==> src/rtl/pillar_animator.sv <==
// Pillar-rise animation: streams top-row draw / bottom-row erase pixel writes, one step per frame.
// Define PILLAR_FAST_SIM_EN to shorten the inter-step wait to 4 cycles for simulation.
module pillar_animator #(
    parameter logic [8:0] X0            = 9'd150,
    parameter int         WIDTH         = 16,
    parameter int         HEIGHT        = 48,
    parameter logic [7:0] Y_BASE        = 8'd200,
    parameter int         RISE          = 40,
    parameter int         FRAME_DIV     = 833333,
    parameter logic [2:0] PILLAR_COLOUR = 3'b110,
    parameter logic [2:0] BG_COLOUR     = 3'b000
) (
    input  logic       clock,
    input  logic       reset,
    input  logic       startAnimation,
    output logic       doneAnimation,
    output logic       plot,
    output logic [8:0] x,
    output logic [7:0] y,
    output logic [2:0] colour
);

    localparam int COL_W  = (WIDTH > 1) ? $clog2(WIDTH) : 1;
    localparam int STEP_W = $clog2(RISE + 1);
    localparam logic [COL_W-1:0]  COL_LAST  = COL_W'(WIDTH - 1);
    localparam logic [STEP_W-1:0] STEP_LAST = STEP_W'(RISE - 1);

`ifdef PILLAR_FAST_SIM_EN
    localparam int DIV_W = 2;
    localparam logic [DIV_W-1:0] DIV_LAST = 2'd3;
`else
    localparam int DIV_W = (FRAME_DIV > 1) ? $clog2(FRAME_DIV) : 1;
    localparam logic [DIV_W-1:0] DIV_LAST = DIV_W'(FRAME_DIV - 1);
`endif

    // Row of the top edge at step 0 and of the bottom edge at step 0.
    localparam logic [7:0] TOP_ROW0 = Y_BASE - 8'(HEIGHT) - 8'd1;
    localparam logic [7:0] BOT_ROW0 = Y_BASE - 8'd1;

    typedef enum logic [2:0] {
        IDLE,
        DRAW_TOP,
        ERASE_BOT,
        WAIT_TICK,
        DONE
    } animState_t;

    animState_t        state;
    logic [STEP_W-1:0] step;
    logic [COL_W-1:0]  col;
    logic [DIV_W-1:0]  div;
    logic              abortReq;

    assign abortReq = !startAnimation &&
                      (state == DRAW_TOP || state == ERASE_BOT || state == WAIT_TICK);

    // Outputs are loaded together with the state they describe, so plot/x/y/colour
    // always reflect the registered state and counters and hold while plot is low.
    always_ff @(posedge clock or posedge reset) begin
        if (reset) begin
            state         <= IDLE;
            step          <= '0;
            col           <= '0;
            div           <= '0;
            doneAnimation <= 1'b0;
            plot          <= 1'b0;
            x             <= '0;
            y             <= '0;
            colour        <= '0;
        end else if (abortReq) begin
            state <= IDLE;
            step  <= '0;
            col   <= '0;
            div   <= '0;
            plot  <= 1'b0;
        end else begin
            case (state)
                IDLE: begin
                    step          <= '0;
                    col           <= '0;
                    div           <= '0;
                    doneAnimation <= 1'b0;
                    plot          <= 1'b0;
                    if (startAnimation) begin
                        state  <= DRAW_TOP;
                        plot   <= 1'b1;
                        x      <= X0;
                        y      <= TOP_ROW0;
                        colour <= PILLAR_COLOUR;
                    end
                end
                DRAW_TOP: begin
                    if (col == COL_LAST) begin
                        col    <= '0;
                        state  <= ERASE_BOT;
                        x      <= X0;
                        y      <= BOT_ROW0 - 8'(step);
                        colour <= BG_COLOUR;
                    end else begin
                        col <= col + 1'b1;
                        x   <= X0 + 9'(col) + 9'd1;
                    end
                end
                ERASE_BOT: begin
                    if (col == COL_LAST) begin
                        col  <= '0;
                        step <= step + 1'b1;
                        plot <= 1'b0;
                        if (step == STEP_LAST) begin
                            state         <= DONE;
                            doneAnimation <= 1'b1;
                        end else begin
                            div   <= '0;
                            state <= WAIT_TICK;
                        end
                    end else begin
                        col <= col + 1'b1;
                        x   <= X0 + 9'(col) + 9'd1;
                    end
                end
                WAIT_TICK: begin
                    if (div == DIV_LAST) begin
                        div    <= '0;
                        state  <= DRAW_TOP;
                        plot   <= 1'b1;
                        x      <= X0;
                        y      <= TOP_ROW0 - 8'(step);
                        colour <= PILLAR_COLOUR;
                    end else begin
                        div <= div + 1'b1;
                    end
                end
                DONE: begin
                    plot <= 1'b0;
                    if (!startAnimation) begin
                        state         <= IDLE;
                        doneAnimation <= 1'b0;
                    end
                end
                default: begin
                    state         <= IDLE;
                    plot          <= 1'b0;
                    doneAnimation <= 1'b0;
                end
            endcase
        end
    end

endmodule

==> config.mk <==
export PLATFORM = sky130hd
export DESIGN_NAME = pillar_animator
export DESIGN_NICKNAME = d
export VERILOG_FILES = /design/src/rtl/pillar_animator.sv
export SDC_FILE = /design/constraint.sdc
export NUM_CORES = 1
export LEC_CHECK = 0
export ABC_AREA = 1
export CAP_MARGIN = 30
export CORE_MARGIN = 2
export CORE_UTILIZATION = 35
export CTS_BUF_LIST = sky130_fd_sc_hd__clkbuf_2 sky130_fd_sc_hd__clkbuf_4 sky130_fd_sc_hd__clkbuf_8
export DETAILED_ROUTE_END_ITERATION = 10
export PLACE_DENSITY = 0.61
export RECOVER_POWER = 50
export SETUP_SLACK_MARGIN = 0.5
export SYNTH_ARGS = -nofsm -noshare
export SYNTH_HDL_FRONTEND = slang
export SYNTH_SLANG_ARGS = --single-unit
==> constraint.sdc <==
create_clock -name clock -period 3.1 [get_ports clock]
set_input_delay 0.31 -clock clock [delete_from_list [all_inputs] [get_ports clock]]
set_output_delay 0.31 -clock clock [all_outputs]
set_load 0.01 [all_outputs]
**Word-level counts from Yosys, hierarchy flattened**

Index checks and enable logic that the tools add are counted.

- Equal/unequal tests: 21
- Mux-type cells: 41
- Bitwise logic cells: 2
- Add/subtract/negate cells: 7
- Reductions and logical operators: 19

Operator list:

| kind | number |
|---|---|
| 20-bit 2-to-1 mux | 4 |
| 20-bit one-hot mux with 3 select lines | 1 |
| 9-bit 2-to-1 mux | 4 |
| 9-bit one-hot mux with 4 select lines | 1 |
| 3-bit 2-to-1 mux | 10 |
| 8-bit 2-to-1 mux | 3 |
| 8-bit one-hot mux with 3 select lines | 1 |
| 20-bit by 1-bit adder with 20-bit output, second input constant | 1 |
| 20-bit == test, second input constant | 1 |
| 5-bit AND reduction | 4 |
| 3-bit one-hot mux with 5 select lines | 1 |
| 6-bit 2-to-1 mux | 2 |
| 6-bit one-hot mux with 2 select lines | 1 |
| 8-bit by 4-bit adder with 9-bit output, first input constant | 1 |
| 9-bit by 1-bit adder with 9-bit output, second input constant | 1 |
| 3-bit by 2-bit inequality test with 1-bit output, second input constant | 3 |
| 3-bit inequality test, second input constant | 3 |
| 3-bit one-hot mux with 3 select lines | 1 |
| 3-bit nonzero test | 3 |
| 4-bit 2-to-1 mux | 2 |
| 2-bit by 1-bit inequality test with 1-bit output, second input constant | 4 |
| 2-bit inequality test, second input constant | 4 |
| 4-bit one-hot mux with 2 select lines | 1 |
| 4-bit nonzero test | 2 |
| other kinds (20) | 31 |

- Logic and storage cells: 99
- Output and inout bits: 22
- Bits of input ports: 3
- Register bits after elaboration: 55

**Longest topological paths before layout**

- Depth in word-level cells: 6
- Mapped depth: 11
- Gate-level depth less buffers: 10

**Worst setup path before layout**

OpenSTA, ideal clock, no wires.

- Path kind: reg-to-reg
- From: register col[0]
- To: register div[2]
- Path buffers: 1
- Path slack: 1.558 ns
- Data arrival time: 1.423 ns
- Data required time: 2.981 ns
- Setup time: 0.119 ns
- Cell stages (with the launch flop): 10
- Period minus slack after synthesis: 1.542 ns
- Cells stage by stage: dfrtp_1 > ha_1 > nand3_4 > nand4_2 > nand2_4 > nor2_8 > buf_6 > nand2_1 > xor2_1 > nor2_1

- Word-level cells in the longest chain between the ends: 3

Ends and longest elaborated chain:

| what | RTL line | text |
|---|---|---|
| start, declared | 50 | `logic [COL_W-1:0] col;` |
| start signal, assigned | 100 | `col <= col + 1'b1;` |
| start signal, assigned | 117 | `col <= col + 1'b1;` |
| 4-bit == test | 105 | `if (col == COL_LAST) begin` |
| 3-bit by 2-bit inequality test with 1-bit output (no line) | -- |  |
| 3-bit AND reduction (no line) | -- |  |
| end signal, assigned | 130 | `div <= div + 1'b1;` |
| end, declared | 51 | `logic [DIV_W-1:0] div;` |

No other way between the ends.
A chain may end at the register's enable or synchronous reset.

**Worst setup path after layout**

- From: register state[0]
- To: register div[5]

- Word-level cells in the longest chain between the ends: 6
- Elaborated cells on any way between the ends: 13
- Those cells by class: eq/ne (5); mux (2); reduce/logical (6)

Ends and longest elaborated chain:

| what | RTL line | text |
|---|---|---|
| start, declared | 48 | `animState_t state;` |
| start signal, assigned | 61 | `state <= IDLE;` |
| start signal, assigned | 71 | `state <= IDLE;` |
| start signal, assigned | 85 | `state <= DRAW_TOP;` |
| 3-bit by 1-bit == test with 1-bit output or 3-bit by 2-bit == test with 1-bit output (tied branches) | 55, 77 |  |
| 1-bit logical OR (2 in a row) | 55 | `(state == DRAW_TOP \|\| state == ERASE_BOT \|\| state == WAIT_TICK);` |
| 1-bit logical AND | 54 | `assign abortReq = !startAnimation &&` |
| 3-bit inequality test (no line), or another cell as far along | -- |  |
| 3-bit AND reduction (no line) | -- |  |

Parallel ways exist; a longest one is shown, timed or not.

==> impl_metrics.yaml <==
placed_design:
  portBuffers: 21
  place_congestion: 0.911
  hpwlAfterDp_um: 5110
  place_area_mm2: 0.00341
route:
  vias: 2629
  drt_iter0_drc: 159
  firstDrtPassIters: 4
  finalWirelength_um: 6650
  wl_per_cell_um: 12.4
  post-route-drc-count: 0
  vias_per_cell: 4.90
  ant_nets: 0
synthesis:
  synth-edff-count: 0
  synth_most_common_cell: "nand2_1"
  synth_top_area_cell: "dfrtp_1"
  synthArstFlopShare_pct: 100
  synth_area_leaders: "dfrtp_1 41%, nand2_1 12%, nor2_1 6.1%"
  avgSynthCellArea_um2: 7.71
  seq_area_frac_synth_pct: 40.6
  synthDistinctLibCells: 40
  synth_top_flop_cell: "dfrtp_1"
  ys_top_cells_by_count: "99 x nand2_1, 51 x dfrtp_1, 51 x nor2_1"
  netlist.area_leader.share_pct: 40.6
  syn_area_mm2: 0.00314
  syn_inst: 408
  yosysWarningCount: 0
  synth_seq_cells: 51
critical_path:
  r2r_slack_ns: 1.00
  crit_fanout: 16
  critPathCaptureType: "register"
  r2r_start: "state[0]$_DFFE_PP0P_"
  rr_worst_depth: 6
  start_kind: "register"
  critPathKind: "register to register"
  crit_required_ns: 3.29
  regToRegEndpoint: "div[5]$_DFFE_PP0P_"
  cp.arrival_ns: 2.29
timing:
  finClkSkew_ns: 0.00444
  fin_crit_sh_pct: 67.7
  min_period_ns: 2.10
  drv_slew: 0
  worst_pin_slew_ns: 1.17
  max_freq_ghz: 0.476
  hold_viol: 0
  setup_viol: 0
  slew_headroom_pct: 21.8
  rsz0062_at_grt: "no"
  tns_ns: 0
floorplan:
  row_count: 34
  start_util_pct: 36.1
  die_area_mm2: 0.00976
  fp.dieH_um: 98.8
  io_pins: 25
  coreArea_mm2: 0.00872
  fp.dieW_um: 98.8
layout:
  antenna_cells: 0
  nNetsFinal: 439
  drive_gt1_share_pct: 10.0
  final_cell_area_mm2: 0.00352
  syn2layout_area_growth_pct: 11.9
run:
  maxCapViolCount: 0
cts:
  cts_resized: 0
  clk_pin_slew_worst_paths_ns: 0.09
  cts_buffer_depth: 2
  htreeDepth: 2
  cts_tree: "yes"
  root_buffer: "clkbuf_8"
  clock_latency_ns: 0.30
  numClockSinks: 51
  postCtsHoldBufs: 0
  cts_post_setup_buffers_inserted: 0
  cts_buffers: 5
global_route:
  grt-ovfl-total: 0
  antenna_found_initial: 0
  grt_max_degree: 22
  grt_usage_pct: 14.2
  grt_pass1_vias: 2507
  grt_pass1_wl_um: 11400
hold_path:
  hp-class: "input pin to asynchronous set/reset pin"
power:
  power_density_mw_per_mm2: 665
  ir_worst_vdd_uv: 303
  leakagePower_nw: 1.58
outcome:
  run_status: "completed"
## layer usage
metal | vias up | track usage, % | wire [µm]
met3 | 6 | 2.34 | 145
met2 | 43 | 24.1 | 3290
met4 | 0 | 4.32 | 97
li1 | 1350 | - | -
met5 | - | 0 | 0
met1 | 1230 | 18.6 | 3110
## flip-flops by register name, summed over array words and instances (netlist names)
register       cells
col                4
colour             1
div               20
doneAnimation      1
plot               1
state              3
step               6
x                  7
y                  8
## through the flow
| step | power, W | instances | hold slack, ns | setup slack, ns | utilization, % |
|---|---|---|---|---|---|
| floorplan | 0.00163 | 410 | 0.494 | 1.56 | - |
| global placement | 0.00188 | 528 | 0.450 | 0.899 | 39.1 |
| detailed placement | 0.00190 | 528 | 0.454 | 0.791 | 39.1 |
| CTS | 0.00239 | 536 | 0.253 | 1.01 | 40.4 |
| global route | 0.00252 | 536 | 0.471 | 0.837 | 40.3 |
| finish | 0.00234 | 536 | 0.442 | 1.00 | 40.3 |
## worst max-delay path, stage by stage (launching register included)
cell	delay [ns]
dfrtp_1	0.53
o21ai_2	0.61
nand2_2	0.15
nand3_1	0.40
nor2_1	0.09
o21ai_1	0.15
nor2_1	0.06
## worst max-delay path by stage
stage,start,endpoint,slack [ns],cells past startpoint
floorplan,reset,col[0]$_DFFE_PP0P_,1.56,1
global placement,startAnimation,div[5]$_DFFE_PP0P_,0.90,7
detailed placement,startAnimation,div[5]$_DFFE_PP0P_,0.79,7
CTS,state[0]$_DFFE_PP0P_,div[5]$_DFFE_PP0P_,1.01,6
global route,state[1]$_DFFE_PP0P_,div[15]$_DFFE_PP0P_,0.84,8
finish,state[0]$_DFFE_PP0P_,div[5]$_DFFE_PP0P_,1.00,6
## cell usage in the layout, fill, tap and decap left out, types with 2 or more instances in the layout
cell,synthesis,routed
o21ai_1,8,8
nand3_2,3,3
nor2_1,51,51
nor2_4,2,2
o21ai_2,11,11
o21bai_1,2,2
nand2_1,99,99
nand2_4,2,2
nor3_1,8,8
nand4_1,11,11
dfrtp_1,51,51
inv_2,6,6
a21oi_1,9,9
dlygate4sd3_1,0,10
nand3_1,30,30
conb_1,1,3
xor2_1,10,10
nor2_2,3,3
inv_1,42,42
ha_1,9,9
nand2_2,3,3
nand3_4,2,2
o21ai_0,17,17
clkbuf_8,0,6
clkbuf_1,1,2
nor3b_1,2,2
clkdlybuf4s50_1,0,11
## logic make-up (layout without fill, tap and decap cells)
family,count (synthesis),after routing,share of synthesized area [%]
AOI/OAI and AO/OA,54,54,10.6
xor gates and xnor gates,11,11,3.06
adders and majority gates,9,9,3.58
buffers and inverters,61,79,9.03
DFF,51,51,40.6
other,1,3,0.119
and+or+nand+nor,221,221,33.0
## where the power goes
group / total (W) / switching [W] / leakage, nW / internal (W)
logic: 0.000981 / 0.000621 / 0.849 / 0.000360
clock network: 0.000481 / 0.000220 / 0.0612 / 0.000261
registers: 0.000878 / 0.000101 / 0.674 / 0.000777
total: 0.00234 / 0.000942 / 1.58 / 0.00140
## cell type report
class,instances,area (µm²)
Inverter,48,180
Clock inverter,2,35.0
Timing Repair Buffer,23,218
Sequential cell,51,1280
Clock buffer,6,82.6
Fill cell,876,5200
Multi-Input combinational cell,298,1590
Tap cell,108,135
(Power assumes the default switching activity.)
